[src/rtl/xcvr_reset_responder.sv]
// Stand-in for the hard transceiver on the reset_control handshake: models PLL lock, calibration and CDR lock.
// Latency: cal_busy falls CAL_CYCLES edges after reset release; locks assert LOCK_CYCLES edges after the enabling edge.
// Backpressure: none; status outputs are level signals, and sequencing violations latch into sticky seq_err bits.
module xcvr_reset_responder #(
    parameter int CAL_CYCLES      = 200,
    parameter int PLL_LOCK_CYCLES = 64,
    parameter int CDR_LOCK_CYCLES = 100,
    parameter int CNT_W           = 16
) (
    input  logic       clock,
    input  logic       reset_n,
    input  logic       pll_powerdown,
    input  logic       tx_analogreset,
    input  logic       tx_digitalreset,
    input  logic       rx_analogreset,
    input  logic       rx_digitalreset,
    input  logic       rx_signal_ok,
    input  logic       err_clear,
    output logic       pll_locked,
    output logic       tx_cal_busy,
    output logic       rx_cal_busy,
    output logic       rx_is_lockedtodata,
    output logic [3:0] seq_err
);

    typedef enum logic {
        CAL_BUSY,
        CAL_DONE
    } cal_state_t;

    typedef enum logic [1:0] {
        LK_OFF,
        LK_LOCKING,
        LK_LOCKED
    } lock_state_t;

    localparam logic [CNT_W-1:0] CNT_ONE  = CNT_W'(1);
    localparam logic [CNT_W-1:0] CAL_INIT = CNT_W'(CAL_CYCLES);
    localparam logic [CNT_W-1:0] PLL_LOAD = CNT_W'(PLL_LOCK_CYCLES - 1);
    localparam logic [CNT_W-1:0] CDR_LOAD = CNT_W'(CDR_LOCK_CYCLES - 1);

    cal_state_t  cal_state, cal_nxt;
    lock_state_t pll_state, pll_nxt;
    lock_state_t cdr_state, cdr_nxt;
    logic [CNT_W-1:0] cal_cnt, cal_cnt_nxt;
    logic [CNT_W-1:0] pll_cnt, pll_cnt_nxt;
    logic [CNT_W-1:0] cdr_cnt, cdr_cnt_nxt;

    // Previous-cycle copies of {rx_digitalreset, rx_analogreset, tx_digitalreset, tx_analogreset}
    logic [3:0] rst_q;
    logic [3:0] rst_now;
    logic [3:0] rst_fall;
    logic [3:0] err_set;
    logic       pll_en;
    logic       cdr_en;

    always_ff @(posedge clock or negedge reset_n) begin
        if (!reset_n) begin
            cal_state          <= CAL_BUSY;
            cal_cnt            <= CAL_INIT;
            tx_cal_busy        <= 1'b1;
            rx_cal_busy        <= 1'b1;
            pll_state          <= LK_OFF;
            pll_cnt            <= '0;
            pll_locked         <= 1'b0;
            cdr_state          <= LK_OFF;
            cdr_cnt            <= '0;
            rx_is_lockedtodata <= 1'b0;
            rst_q              <= 4'hF;
            seq_err            <= 4'h0;
        end else begin
            cal_state          <= cal_nxt;
            cal_cnt            <= cal_cnt_nxt;
            tx_cal_busy        <= (cal_nxt == CAL_BUSY);
            rx_cal_busy        <= (cal_nxt == CAL_BUSY);
            pll_state          <= pll_nxt;
            pll_cnt            <= pll_cnt_nxt;
            pll_locked         <= (pll_nxt == LK_LOCKED);
            cdr_state          <= cdr_nxt;
            cdr_cnt            <= cdr_cnt_nxt;
            rx_is_lockedtodata <= (cdr_nxt == LK_LOCKED);
            rst_q              <= rst_now;
            // A violation flagged in the same cycle as a clear must survive it
            seq_err            <= (err_clear ? 4'h0 : seq_err) | err_set;
        end
    end

    always_comb begin
        cal_nxt     = cal_state;
        cal_cnt_nxt = cal_cnt;
        if (cal_cnt != '0) begin
            cal_cnt_nxt = cal_cnt - CNT_ONE;
        end
        if (cal_state == CAL_BUSY && cal_cnt_nxt == '0) begin
            cal_nxt = CAL_DONE;
        end
    end

    assign pll_en = !pll_powerdown && !tx_cal_busy;

    always_comb begin
        pll_nxt     = pll_state;
        pll_cnt_nxt = pll_cnt;
        case (pll_state)
            LK_OFF: begin
                if (pll_en) begin
                    pll_nxt     = LK_LOCKING;
                    pll_cnt_nxt = PLL_LOAD;
                end
            end
            LK_LOCKING: begin
                if (pll_cnt == '0) begin
                    pll_nxt = LK_LOCKED;
                end else begin
                    pll_cnt_nxt = pll_cnt - CNT_ONE;
                end
            end
            LK_LOCKED: pll_nxt = LK_LOCKED;
            default:   pll_nxt = LK_OFF;
        endcase
        if (pll_powerdown) begin
            pll_nxt = LK_OFF;
        end
    end

    assign cdr_en = !rx_analogreset && !rx_cal_busy && rx_signal_ok;

    always_comb begin
        cdr_nxt     = cdr_state;
        cdr_cnt_nxt = cdr_cnt;
        case (cdr_state)
            LK_OFF: begin
                if (cdr_en) begin
                    cdr_nxt     = LK_LOCKING;
                    cdr_cnt_nxt = CDR_LOAD;
                end
            end
            LK_LOCKING: begin
                if (cdr_cnt == '0) begin
                    cdr_nxt = LK_LOCKED;
                end else begin
                    cdr_cnt_nxt = cdr_cnt - CNT_ONE;
                end
            end
            LK_LOCKED: cdr_nxt = LK_LOCKED;
            default:   cdr_nxt = LK_OFF;
        endcase
        if (!cdr_en) begin
            cdr_nxt = LK_OFF;
        end
    end

    assign rst_now  = {rx_digitalreset, rx_analogreset, tx_digitalreset, tx_analogreset};
    assign rst_fall = rst_q & ~rst_now;

    always_comb begin
        err_set    = 4'h0;
        err_set[0] = rst_fall[0] && tx_cal_busy;
        err_set[1] = rst_fall[1] && (tx_analogreset || !pll_locked);
        err_set[2] = rst_fall[2] && rx_cal_busy;
        err_set[3] = rst_fall[3] && (rx_analogreset || !rx_is_lockedtodata);
    end

endmodule
[config.mk]
export PLATFORM = sky130hd
export DESIGN_NAME = xcvr_reset_responder
export DESIGN_NICKNAME = d
export VERILOG_FILES = /design/src/rtl/xcvr_reset_responder.sv
export SDC_FILE = /design/constraint.sdc
export NUM_CORES = 1
export LEC_CHECK = 0
export BUFFER_PORTS_ARGS = -buffer_cell sky130_fd_sc_hd__buf_2
export CAP_MARGIN = 40
export CORE_MARGIN = 2
export CORE_UTILIZATION = 50
export CTS_CLUSTER_DIAMETER = 100
export DETAILED_ROUTE_END_ITERATION = 10
export PLACE_DENSITY_LB_ADDON = 0.12
export SETUP_SLACK_MARGIN = 0.02
export SKIP_CTS_REPAIR_TIMING = 1
export SLEW_MARGIN = 10
export SYNTH_ARGS = -nofsm -noshare
export SYNTH_HDL_FRONTEND = slang
export SYNTH_SLANG_ARGS = --single-unit
[constraint.sdc]
create_clock -name clock -period 6.2 [get_ports clock]
set_clock_uncertainty 0.1 [all_clocks]
set_input_delay 1.24 -clock clock [delete_from_list [all_inputs] [get_ports clock]]
set_output_delay 1.24 -clock clock [all_outputs]
set_load 0.02 [all_outputs]
* Word level (Yosys, flattened, before mapping) *
Cells that the tools add are included.
Widths: inputs -> output; s select.

storage, ports and cells
  register bits = 64
  logic and storage cells = 70

cells by class
  add/subtract/negate cells = 3
  equality and inequality tests = 10
  mux-type cells = 16
  bitwise operators = 5
  reduce and logical (&&, ||, !) cells = 25

operators by type and width
  operator               number
  $mux 16                5
  $pmux 16 s2            2
  $logic_not 16->1       3
  $sub 16x1->16 const B  3
  $reduce_bool 16->1     1
  $pmux 2 s3             2
  $mux 2                 5
  $eq 2x2->1 const B     4
  $logic_and 1x1->1      8
  $ne 2x2->1 const B     4
  $reduce_and 3->1       2
  $logic_not 1->1        5
  $and 4x4->4            1
  $eq 2x1->1 const B     2
  $logic_not 2->1        2
  $mux 4                 1
  $not 4->4              1
  $or 4x4->4             1
  $reduce_bool 2->1      2
  $logic_or 1x1->1       2
  $not 1->1              2
  $mux 1                 1

* Logic depth before layout (Yosys ltp) *
  word-level depth = 6
  depth in mapped cells = 9
  gate-level depth less buffers = 7

* Least setup slack after synthesis *
No wires, ideal clock.

  path type = input-to-reg
  start point = input port rx_analogreset
  end point = register cdr_cnt[14]
  arrival = 2.808 ns
  data required time = 6.034 ns
  slack = 3.226 ns
  stages = 7
  cells stage by stage = or3b_1 clkbuf_1 or3_1 buf_2 a21o_1 or4_1 nand2_1

on the way
  cells in the longest elaborated chain, start to end = 5

ends and longest elaborated chain
  element                            RTL line  source
  from (decl)                        15        input logic rx_analogreset,
  $logic_not 1->1                    126       assign cdr_en = !rx_analogreset && !rx_cal_busy && rx_signal_ok;
  $logic_and 1x1->1 (2 in a row)     126
  $ne 2x2->1 (no source line)        --
  $reduce_and 3->1 (no source line)  --
  to (signal assigned)               80        cdr_cnt <= cdr_cnt_nxt;
  to (decl)                          47        logic [CNT_W-1:0] cdr_cnt, cdr_cnt_nxt;

No other way between the ends.
A chain may end at the register's enable or synchronous reset.

* Final worst setup path *
Ends and elaborated chain as after synthesis.

==> results.toml <==
[status]
outcome = "complete, no violations"

[final_layout]
fin_util = 0.556
final_area_mm2 = 0.00374
n_antenna_cell = 0
instances_no_fill = 445
nNetsFinal = 374
layout-drive-gt1-share = 0.156
synthToLayoutAreaGrowth_pct = 8.82

[floorplanning]
die_h_um = 86.9
core.rowCount = 30
dieArea_mm2 = 0.00755
initial_core_util = 0.511
die_w_um = 86.9
ios = 17
coreArea_mm2 = 0.00672

[hold_path]
hold_path_depth = 1
min_path_type = "flip-flop to flip-flop"

[clock_network]
cts_tree = "yes"
cts.clk_slew.worst_paths_ps = 70
cts_buffer_depth = 2
cts_made_buffers = 9
cts.sinks = 64
clock-root-buffer = "clkbuf_8"
insertion_delay_ps = 340
cts_max_level = 3

[setup_path]
end_kind = "flip-flop"
critPathMaxStageDelay_ps = 460
crit_buf_inv = 1
worstRegToRegCells = 7
cp_data_required_time_ps = 6380
start_kind = "primary input"
crit_arrival_ps = 3010
crit_family = "simple AND/OR/NAND/NOR gates"
crit_slowest_cell = "or3_1"
worstPathCellList = "buf_2, or3b_1, or3_1, a21o_1, or4_1, nand2_1"
worstSetupPathType = "primary input to flip-flop"
cp.depth = 6
critical_path.max_fanout = 7

[timing]
fmax_mhz = 353
tightestPinTransition_ps = 801
relSlewSlack = 0.466
finalMaxSlewViolations = 0
fin_crit_ps = 2830
post-route-period-util = 0.457
setup_viol = 0
final_hold_viol_count = 0
rsz0062_at_grt = "no"
final.setup.tns_ps = 0

[synth]
synthAdderAreaFrac = 0.0182
synth_area_mm2 = 0.00343
synth_top_family_by_area = "simple AND/OR/NAND/NOR gates"
ys_seq_area_frac = 0.469
ys.flop_type = "dfrtp_1"
ys_ff_latch = 64
synthXorXnorAreaFrac = 0.0357
synthCells = 347
async_flop_share = 1.00
synth-compound-area-share = 0.158
synth-simple-area-share = 0.264
yosys_warnings = 0
synth_cell_types = 60
synth.area.mux_share = 0.0117
synth_top_cell_area_share = 0.408
syn_avg_cell_area_um2 = 9.90
postSynthNetCount = 361
synth-edff-count = 0
synth_largest_area_cell = "dfrtp_1"
synthTopCellsByArea = "dfrtp_1 (41%), dfstp_2 (6.1%), a21oi_1 (3.6%), nor2_1 (3.1%), or4_1 (3.1%)"

[pwr]
peakVddDrop_mv = 0.102
power_density_mw_per_mm2 = 220
total_leakage_power_nw = 1.66

[global_route]
grtUsageMet1 = 0.256
grtUsageTotal = 0.191
met2_usage = 0.301
grt_max_degree = 65
grt_overflow = 0
grt_pass1_wl_um = 11400
met3_usage = 0.0341
grt_pass1_vias = 2523
busiest_layer = "met2"
grt_antenna_before_repair = 0

[run]
cap_violations = 0

[detailed_routing]
drt_iter0_drc = 146
drc_errors = 0
postRouteAntennaNets = 0
wire_per_inst_um = 15.0
drt-total-wl_um = 6680
dr_total_vias = 2698
drt-pass1-iter-count = 4
via_per_inst = 6.06

[place]
place.gp.congestion = 0.778
dp_hpwl_um = 4510
io_buffers = 16
postPlaceCellArea_mm2 = 0.00357
dpl.cell_count = 429
final cells by class:
class	instances	area, um2
repair buffers	20	115
multi-input cells	247	1680
well taps	80	100
clock inverters	4	20.0
flip-flops and latches	64	1610
clock buffers	12	145
fillers	596	2980
inverters	18	67.6
per-stage QoR:
step           worst slack (ps)  hold slack, ps  total power, W
3_3_place_gp               3040             281        0.000515
2_1_floorplan              3230             271        0.000492
6_report                   3370             293        0.000822
4_1_cts                    3380             295        0.000831
3_5_place_dp               3030             285        0.000520
5_1_grt                    3320             307        0.000860
power breakdown:
group | total (W) | switching [W] | internal (W)
registers | 0.000446 | 0.0000149 | 0.000431
clock network | 0.000310 | 0.000157 | 0.000154
logic | 0.0000656 | 0.0000407 | 0.0000249
total | 0.000822 | 0.000212 | 0.000610
logic make-up after synthesis:
kind of cell	after synthesis
fa+ha+maj	5
buf+inv	36
flops	64
simple gates	143
mux	4
xor+xnor	14
compound gates	81
worst paths after layout:
path | start | to | slack (ps)
setup / recovery | rx_analogreset | cdr_cnt[14] | 3370
hold / removal | cal_state | rx_cal_busy | 290
setup reg to reg | cal_cnt[0] | cal_state | 3570
hold reg to reg | cal_state | rx_cal_busy | 290
max in group asynchronous | reset_n | cdr_cnt[3] | 4500
min in group asynchronous | reset_n | seq_err[3] | 970
synthesized netlist by cell type (all sizes together), types with 4 or more instances:
| cell | count |
|---|---|
| nor4b | 4 |
| xor2 | 6 |
| nor4 | 10 |
| clkbuf | 12 |
| nand3b | 6 |
| nor3 | 20 |
| a21o | 4 |
| dfrtp | 56 |
| mux2i | 4 |
| dfstp | 8 |
| or4b | 8 |
| or3 | 10 |
| nand2b | 4 |
| or4 | 17 |
| buf | 6 |
| nand2 | 14 |
| nor2 | 28 |
| o21ai | 13 |
| o41ai | 5 |
| nand3 | 5 |
| ha | 5 |
| a21oi | 26 |
| a2111oi | 4 |
| o31ai | 11 |
| xnor2 | 8 |
| inv | 18 |
state kept, by name, summed over array words and instances, names as in the netlist:
| signal | flops |
|---|---|
| cdr_state | 2 |
| pll_locked | 1 |
| pll_state | 2 |
| seq_err | 4 |
| pll_cnt | 16 |
| cal_state | 1 |
| rx_cal_busy | 1 |
| cal_cnt | 16 |
| rx_is_lockedtodata | 1 |
| rst_q | 4 |
| cdr_cnt | 16 |
routing by layer:
metal	vias to the layer above	share of wire	routed length, um
met2	28	0.46	3040
li1	1335	-	-
met4	0	0.017	111
met5	-	0	0
met3	9	0.020	135
met1	1326	0.51	3390
cell usage in the layout, fill, tap and decap left out, types with 4 or more instances in the layout:
| cell type | n |
|---|---|
| nor3_1 | 19 |
| o31ai_1 | 11 |
| a21oi_1 | 25 |
| nor2_1 | 28 |
| nor4_1 | 6 |
| dfstp_2 | 8 |
| inv_1 | 18 |
| o41ai_1 | 5 |
| buf_2 | 17 |
| or3_1 | 10 |
| xor2_1 | 6 |
| clkinv_2 | 4 |
| o21ai_0 | 11 |
| or4b_1 | 6 |
| clkbuf_8 | 10 |
| nand2b_1 | 4 |
| mux2i_1 | 4 |
| nand2_1 | 14 |
| nand3b_1 | 6 |
| xnor2_1 | 8 |
| nand3_1 | 5 |
| dfrtp_1 | 56 |
| ha_1 | 5 |
| or4_1 | 14 |
| a21o_1 | 4 |
(Power assumes the default switching activity.)
